===== src/rtl/bird_column.sv =====
// Vertical bird-position engine: a single column of ROWS lights with exactly one lit,
// driven by flap impulses, gravity ticks, edge clamp/crash handling and obstacle hits.
module bird_column #(
    parameter int ROWS       = 8,
    parameter int START_ROW  = 4,
    parameter int FLAP_RISE  = 2,
    parameter int FALL_DELAY = 2,
    parameter int CLAMP      = 0
) (
    input  logic                    clk,
    input  logic                    reset,
    input  logic                    tick,
    input  logic                    pause,
    input  logic                    flap,
    input  logic                    hit,
    output logic [ROWS-1:0]         light,
    output logic [$clog2(ROWS)-1:0] row,
    output logic                    alive,
    output logic                    crashed
);

    localparam int RW     = $clog2(ROWS);
    localparam int RISE_W = (FLAP_RISE  > 1) ? $clog2(FLAP_RISE + 1)  : 1;
    localparam int FALL_W = (FALL_DELAY > 1) ? $clog2(FALL_DELAY + 1) : 1;

    localparam logic [RW-1:0]     TOP_ROW   = RW'(ROWS - 1);
    localparam logic [RW-1:0]     INIT_ROW  = RW'(START_ROW);
    localparam logic [RISE_W-1:0] RISE_LOAD = RISE_W'(FLAP_RISE - 1);
    localparam logic [FALL_W-1:0] FALL_LAST = FALL_W'(FALL_DELAY - 1);

    typedef enum logic [1:0] {
        IDLE    = 2'd0,
        FLY     = 2'd1,
        CRASHED = 2'd2
    } state_t;

    state_t             state_r, state_n;
    logic [RW-1:0]      row_r, row_n;
    logic [ROWS-1:0]    light_r;
    logic               alive_r, crashed_r;
    logic [RISE_W-1:0]  rise_cnt_r, rise_cnt_n;
    logic [FALL_W-1:0]  fall_cnt_r, fall_cnt_n;
    logic               flap_pend_r, flap_pend_n;
    logic               flap_q_r;
    logic               flap_edge_s, flap_req_s;
    logic               step_s, move_up_s, move_dn_s;

    function automatic logic [ROWS-1:0] onehot(input logic [RW-1:0] r);
        logic [ROWS-1:0] v;
        v = {{(ROWS-1){1'b0}}, 1'b1} << r;
        return v;
    endfunction

    // Next-state logic: game phase, row motion, rise/fall counters and pending flap.
    always_comb begin
        flap_edge_s = flap & ~flap_q_r;
        flap_req_s  = flap_pend_r | flap_edge_s;
        state_n     = state_r;
        row_n       = row_r;
        rise_cnt_n  = rise_cnt_r;
        fall_cnt_n  = fall_cnt_r;
        flap_pend_n = flap_pend_r;
        step_s      = 1'b0;
        move_up_s   = 1'b0;
        move_dn_s   = 1'b0;

        case (state_r)
            IDLE: begin
                if (flap_edge_s & ~pause) begin
                    state_n     = FLY;
                    flap_pend_n = 1'b1;
                    step_s      = tick;
                end else begin
                    state_n = IDLE;
                end
            end
            FLY: begin
                if (pause) begin
                    state_n = FLY;
                end else if (hit) begin
                    state_n = CRASHED;
                end else if (tick) begin
                    step_s = 1'b1;
                end else if (flap_edge_s) begin
                    flap_pend_n = 1'b1;
                end else begin
                    flap_pend_n = flap_pend_r;
                end
            end
            CRASHED: begin
                state_n = CRASHED;
            end
            default: begin
                state_n = IDLE;
            end
        endcase

        // A tick picks one motion; edge handling below decides clamp vs crash.
        if (step_s) begin
            if (flap_req_s) begin
                move_up_s   = 1'b1;
                rise_cnt_n  = RISE_LOAD;
                fall_cnt_n  = {FALL_W{1'b0}};
                flap_pend_n = 1'b0;
            end else if (rise_cnt_r != {RISE_W{1'b0}}) begin
                move_up_s  = 1'b1;
                rise_cnt_n = rise_cnt_r - RISE_W'(1);
            end else if (fall_cnt_r == FALL_LAST) begin
                move_dn_s  = 1'b1;
                fall_cnt_n = {FALL_W{1'b0}};
            end else begin
                fall_cnt_n = fall_cnt_r + FALL_W'(1);
            end

            if (move_up_s) begin
                if (row_r == TOP_ROW) begin
                    if (CLAMP != 0) begin
                        rise_cnt_n = {RISE_W{1'b0}};
                    end else begin
                        state_n = CRASHED;
                    end
                end else begin
                    row_n = row_r + RW'(1);
                end
            end else if (move_dn_s) begin
                if (row_r == {RW{1'b0}}) begin
                    if (CLAMP != 0) begin
                        row_n = row_r;
                    end else begin
                        state_n = CRASHED;
                    end
                end else begin
                    row_n = row_r - RW'(1);
                end
            end else begin
                row_n = row_r;
            end
        end else begin
            row_n = row_r;
        end
    end

    // State and registered outputs; light/alive/crashed are derived from next-state values.
    always_ff @(posedge clk) begin
        if (reset) begin
            state_r     <= IDLE;
            row_r       <= INIT_ROW;
            light_r     <= onehot(INIT_ROW);
            alive_r     <= 1'b1;
            crashed_r   <= 1'b0;
            rise_cnt_r  <= {RISE_W{1'b0}};
            fall_cnt_r  <= {FALL_W{1'b0}};
            flap_pend_r <= 1'b0;
            flap_q_r    <= 1'b0;
        end else begin
            state_r     <= state_n;
            row_r       <= row_n;
            light_r     <= onehot(row_n);
            alive_r     <= (state_n != CRASHED);
            crashed_r   <= (state_n == CRASHED);
            rise_cnt_r  <= rise_cnt_n;
            fall_cnt_r  <= fall_cnt_n;
            flap_pend_r <= flap_pend_n;
            flap_q_r    <= flap;
        end
    end

    assign light   = light_r;
    assign row     = row_r;
    assign alive   = alive_r;
    assign crashed = crashed_r;

endmodule


===== config.mk =====
export PLATFORM = sky130hd
export DESIGN_NAME = bird_column
export DESIGN_NICKNAME = d
export VERILOG_FILES = /design/src/rtl/bird_column.sv
export SDC_FILE = /design/constraint.sdc
export NUM_CORES = 1
export LEC_CHECK = 0
export CORE_UTILIZATION = 45
export DETAILED_ROUTE_END_ITERATION = 10
export HOLD_SLACK_MARGIN = 0.1
export PLACE_DENSITY = 0.71
export SETUP_SLACK_MARGIN = 0.4
export SLEW_MARGIN = 25
export SYNTH_ARGS = -nofsm -noshare
export SYNTH_HDL_FRONTEND = slang
export SYNTH_SLANG_ARGS = --single-unit
export TNS_END_PERCENT = 20

===== constraint.sdc =====
create_clock -name clk -period 5.15 [get_ports clk]
set_input_delay 1.545 -clock clk [delete_from_list [all_inputs] [get_ports clk]]
set_output_delay 1.545 -clock clk [all_outputs]
set_load 0.02 [all_outputs]

Word level (Yosys, flattened, before mapping)
Cells that the tools add are included.
Widths: inputs -> output; s select.
{"block": "word_totals", "ff_bits": 21, "in_bits": 6, "word_cells": 71, "output_inout_bits": 13}
{"block": "op_classes", "eq_ne": 7, "n_addsub": 4, "shift": 1, "n_reduce_logical": 6, "bitwise_logic": 5, "n_mux": 39}
{"op": "$mux 2", "count": 12}
{"op": "$mux 1", "count": 19}
{"op": "$mux 3", "count": 5}
{"op": "$shl 1x3->8 const A", "count": 1}
{"op": "$pmux 2 s3", "count": 1}
{"op": "$eq 2x1->1 const B", "count": 2}
{"op": "$eq 2x2->1 const B", "count": 2}
{"op": "$ne 2x2->1 const B", "count": 2}
{"op": "$pmux 1 s2", "count": 2}
{"op": "$reduce_and 2->1", "count": 2}
{"op": "$reduce_bool 2->1", "count": 2}
{"op": "$add 3x1->3 const B", "count": 1}
{"op": "$eq 3x3->1 const B", "count": 1}
{"op": "$logic_not 3->1", "count": 1}
{"op": "$sub 3x1->3 const B", "count": 1}
{"op": "$add 2x1->2 const B", "count": 1}
{"op": "$and 1x1->1", "count": 2}
{"op": "$logic_not 2->1", "count": 1}
{"op": "$not 1->1", "count": 2}
{"op": "$sub 2x1->2 const B", "count": 1}
{"op": "$or 1x1->1", "count": 1}

Depth between registers and ports, before layout
{"block": "logic_depth", "ltp_word": 10, "ltp_mapped": 8, "mapped_depth_nobuf": 7}

Worst setup path after synthesis
No wires, ideal clock.
{"block": "synth_path", "kind": "input to register", "start": "in flap", "end": "reg light_r[5], in the netlist light[5]", "setup_time_ns": 0.130, "slack_ns": 2.201, "required_ns": 5.020, "t_arrival_ns": 2.819, "path_buffers": 0, "path_stages": 5, "cell_sequence": "nor2b_4 > or4_4 > a21o_1 > a32o_2 > nor2b_4"}
{"block": "synth_between", "elab_chain_cells": 8, "word_cells_on_any_way": 13, "classes_between": "1 x shift; 9 x mux; 3 x bitwise"}
{"item": "start: declaration", "line": "14", "text": "input logic flap,"}
{"item": "$and 1x1->1 (*)", "line": "56", "text": "flap_edge_s = flap & ~flap_q_r;"}
{"item": "$or 1x1->1", "line": "57", "text": "flap_req_s = flap_pend_r | flap_edge_s;"}
{"item": "$mux 1", "line": "100", "text": "if (flap_req_s) begin"}
{"item": "$mux 1", "line": "99", "text": "if (step_s) begin"}
{"item": "$mux 3", "line": "125", "text": "end else if (move_dn_s) begin"}
{"item": "$mux 3", "line": "115", "text": "if (move_up_s) begin"}
{"item": "$mux 3 (*)", "line": "99"}
{"item": "$shl 1x3->8 (*)", "line": "50", "text": "v = {{(ROWS-1){1'b0}}, 1'b1} << r;"}
{"item": "end signal: assignment", "line": "148", "text": "light_r <= onehot(INIT_ROW);"}
{"item": "end signal: assignment", "line": "158", "text": "light_r <= onehot(row_n);"}
{"item": "end: declaration", "line": "39", "text": "logic [ROWS-1:0] light_r;"}
Every way passes the cells marked *; elsewhere a longest branch is shown, timed or not. The select of a mux whose other input is x is not followed.
A chain may end at the register's enable or synchronous reset.

Worst setup path in the final report
{"block": "layout_path", "start": "in hit", "end": "reg light_r[4], in the netlist light[4]"}
{"block": "layout_between", "elab_chain_cells": 5}
{"item": "start: declaration", "line": "15", "text": "input logic hit,"}
{"item": "$mux 1", "line": "80", "text": "end else if (hit) begin"}
{"item": "$mux 1", "line": "78", "text": "if (pause) begin"}
{"item": "$pmux 1 s2", "line": "67", "text": "case (state_r)"}
{"item": "$mux 3", "line": "99"}
{"item": "$shl 1x3->8", "line": "50"}
Every way passes these cells.

==> parameters.txt <==
Parameter                              Value

Critical path
  Category of the worst setup path capture point    register
  Slowest cell on crit path    o211ai_1
  Type of the worst setup path    input pin to register
  Maximum fanout encountered on the critical timing path    11
  Critical path origin    hit
  Bufs and invs on worst path    1
  Data required time at the worst endpoint    5340 ps
  Series of cell instances along the critical path    clkdlybuf4s50_1 -> nor2b_1 -> o211ai_1 -> a21oi_1 -> or3_1 -> a21boi_1
  CP Launch Type    input pin
  Longest individual stage delay on the worst path    ~630 ps
  Startpoint of the worst register-to-register path    row[0]$_SDFF_PP0_
  Data arrival at the endpoint of the critical path    3570 ps
  Kind of cell with the highest combined delay on the critical path    compound AO/OA/AOI/OAI gates

Floorplanning
  Initial core utilization    0.494
  Height of the chip    ~49 um
  Core ar.    between 0.002 and 0.0025 mm^2
  Core Rows    16
  Count of pins on the block boundary    19
  Die ar.    0.00244 mm^2
  Horiz. Die Dim    49.4 um

Synth
  Flop and latch count out of synthesis    21
  Cell types with the largest area share after synthesis    dfxtp_1, ha_1, o21ai_0, nor2_1, nor2b_4
  Syn_area_per_cell    8.86 um^2
  Commonest register cell after synthesis    dfxtp_1
  Share of async-settable or async-resettable flops after synthesis    0
  Post-synth top area share    0.416
  Post-synthesis cell count    ~110
  Post-Synthesis Net Count    around 120
  Sequential share of the synthesized area    0.416
  Biggest area consumer among synthesized cells    dfxtp_1
  Number of synthesized flops with an enable pin    0
  Count of distinct cell types in the synthesized netlist    34
  Ys Warns    0
  Cell area after technology mapping    ~0.0010 mm^2

Clock network
  H-tree levels    1
  # hold bufs at CTS    0
  Latest clock arrival within the worst-skew pair    about 300 ps
  Clk root buf    clkbuf_4
  TritonCTS clock tree    yes
  Clock slew at the register clock pins of the worst setup and hold paths    about 110 ps
  Gates resized, CTS repair    0
  Number of clock sinks seen by CTS    21
  Clock buffer depth    2
  Post-CTS setup buffer count    0
  Total CTS buffers    3

Routing
  Routed vias/inst    between 5 and 6
  Number of routed nets with antenna violations    0
  Total Routed Length    roughly 2000 um
  Post-detailed-route DRC marker count    0
  Routed via count    862
  Detailed-route wire length per cell    ~12 um
  Starting DRC count in detailed routing    7
  Number of detailed-routing iterations run before antenna repair    4

Global route
  Maximum number of pins on one net before global-route repair    12
  Vias in the first global route    a little over 800
  Antenna violations before repair    0
  Overall overflow remaining after global route    0
  Total global routing track utilization    0.184
  Wire length of the first global-routing pass    3480 um

Finish
  Number of diodes    0
  Area of combinational cells with multiple inputs    between 500 and 600 um^2
  Layout cell share with drive strength beyond 1    0.0602
  Total of fill cells in the finished design    roughly 200
  Area of all placed cells without fillers    approximately 0.0012 mm^2
  Final Instance Count excl. Fillers    160
  Layout area overhead    22.7%
  Most common cell after layout, fill and taps aside    dfxtp_1
  Footprint of the flip-flops and latches    420 um^2
  Most frequent cells in the layout    dfxtp_1, clkdlybuf4s50_1, nor2_1
  Total number of nets in the final design    approximately 140

Power and ir drop
  IR Drop Worst-Case VDD    0.000170 V
  Pwr per Cell Area    between 200 and 250 mW/mm^2
  Static leakage    approximately 0.47 nW

Timing
  Peak Freq    slightly below 0.3 GHz
  Worst-Margin Slew    750 ps
  Worst slew slack as a fraction of its limit    0.498
  Final-report hold violation count    0
  Worst-case hold slack    478 ps
  Final critical delay including setup and external delays    3380 ps
  Final clock period utilization by the worst path    0.656
  Unrepaired setup endpoints after global routing    no
  Final total negative setup slack    0 ps
  Final max-slew violation count    0
  Final setup margin    around 1800 ps
  Number of endpoints failing setup at the final stage    0
  Worst clock skew on the final layout    roughly 0.99 ps

Place
  Gpl congestion    0.824
  Placement Setup Slack    between 1000 and 1500 ps
  HPWL after DPL    roughly 1500 um
  Cell area after placement    between 0.001 and 0.0015 mm^2
  Placed insts    ~160
  IO buf count    18

Run status
  Outcome    complete, no violations

Hold path
  Worst hold path type    register to register
  Min-Delay Startpoint    fall_cnt_r[1]$_SDFFE_PP0P_

Job
  Max cap viols    0
## sequential cells by signal, indices dropped and copies added, names as in the netlist
name,cells
light,8
row,3
fall_cnt_r,2
rise_cnt_r,2
state_r,2
alive,1
crashed,1
flap_pend_r,1
flap_q_r,1
## path summary, 6_finish.rpt
path                           endpoint  slack, ps  depth (start not counted)
min          fall_cnt_r[1]$_SDFFE_PP0P_        480                          1
min reg2reg  fall_cnt_r[1]$_SDFFE_PP0P_        480                          1
max                 light[4]$_SDFF_PP1_       1770                          6
max reg2reg         light[5]$_SDFF_PP0_       2820                          7
## layout make-up
cell class | count | share of cell area
tap | 27 | 0.0273
sequential | 21 | 0.339
inverter | 7 | 0.0212
multi-input combinational | 83 | 0.445
clock buffer | 4 | 0.0212
timing repair buffer | 18 | 0.145
## per-stage QoR
step	total power, W	util
CTS	0.000289	0.607
floorplan	0.000200	-
global route	0.000301	0.607
global placement	0.000212	0.594
finish	0.000287	0.607
detailed placement	0.000213	0.594
## cells in the mapped netlist (2+ instances only)
cell,number
a21oi_1,8
a2bb2oi_1,2
a31oi_1,3
clkbuf_1,3
dfxtp_1,21
ha_1,4
inv_1,7
mux2i_1,2
nand2_1,5
nand2b_1,3
nand3_1,5
nor2_1,11
nor2b_1,3
nor2b_4,3
nor3_1,3
o211a_1,2
o21a_1,2
o21ai_0,9
or3_1,3
## power breakdown
group | internal (W) | switching (W)
clock network | 0.0000302 | 0.0000471
logic | 0.0000181 | 0.0000212
registers | 0.000166 | 0.00000396
total | 0.000215 | 0.0000722
## logic make-up (layout without fill, tap and decap cells)
group                      count (synthesis)  count (layout)  share of synthesized area
and+or+nand+nor                           42              42                      0.247
xor gates and xnor gates                   1               1                    0.00868
buffers and inverters                     10              29                     0.0372
adders and majority gates                  4               4                     0.0496
muxes                                      2               2                     0.0198
AOI/OAI and AO/OA                         34              34                      0.222
DFF                                       21              21                      0.416
## layer usage
layer  global-route usage  part of all wire  up-vias
met5                    0                 0        -
met4               0.0714             0.012        0
met3               0.0280             0.022        3
met2                0.311              0.47       15
met1                0.235              0.49      394
li1                     -                 -      450
(Power assumes the default switching activity.)
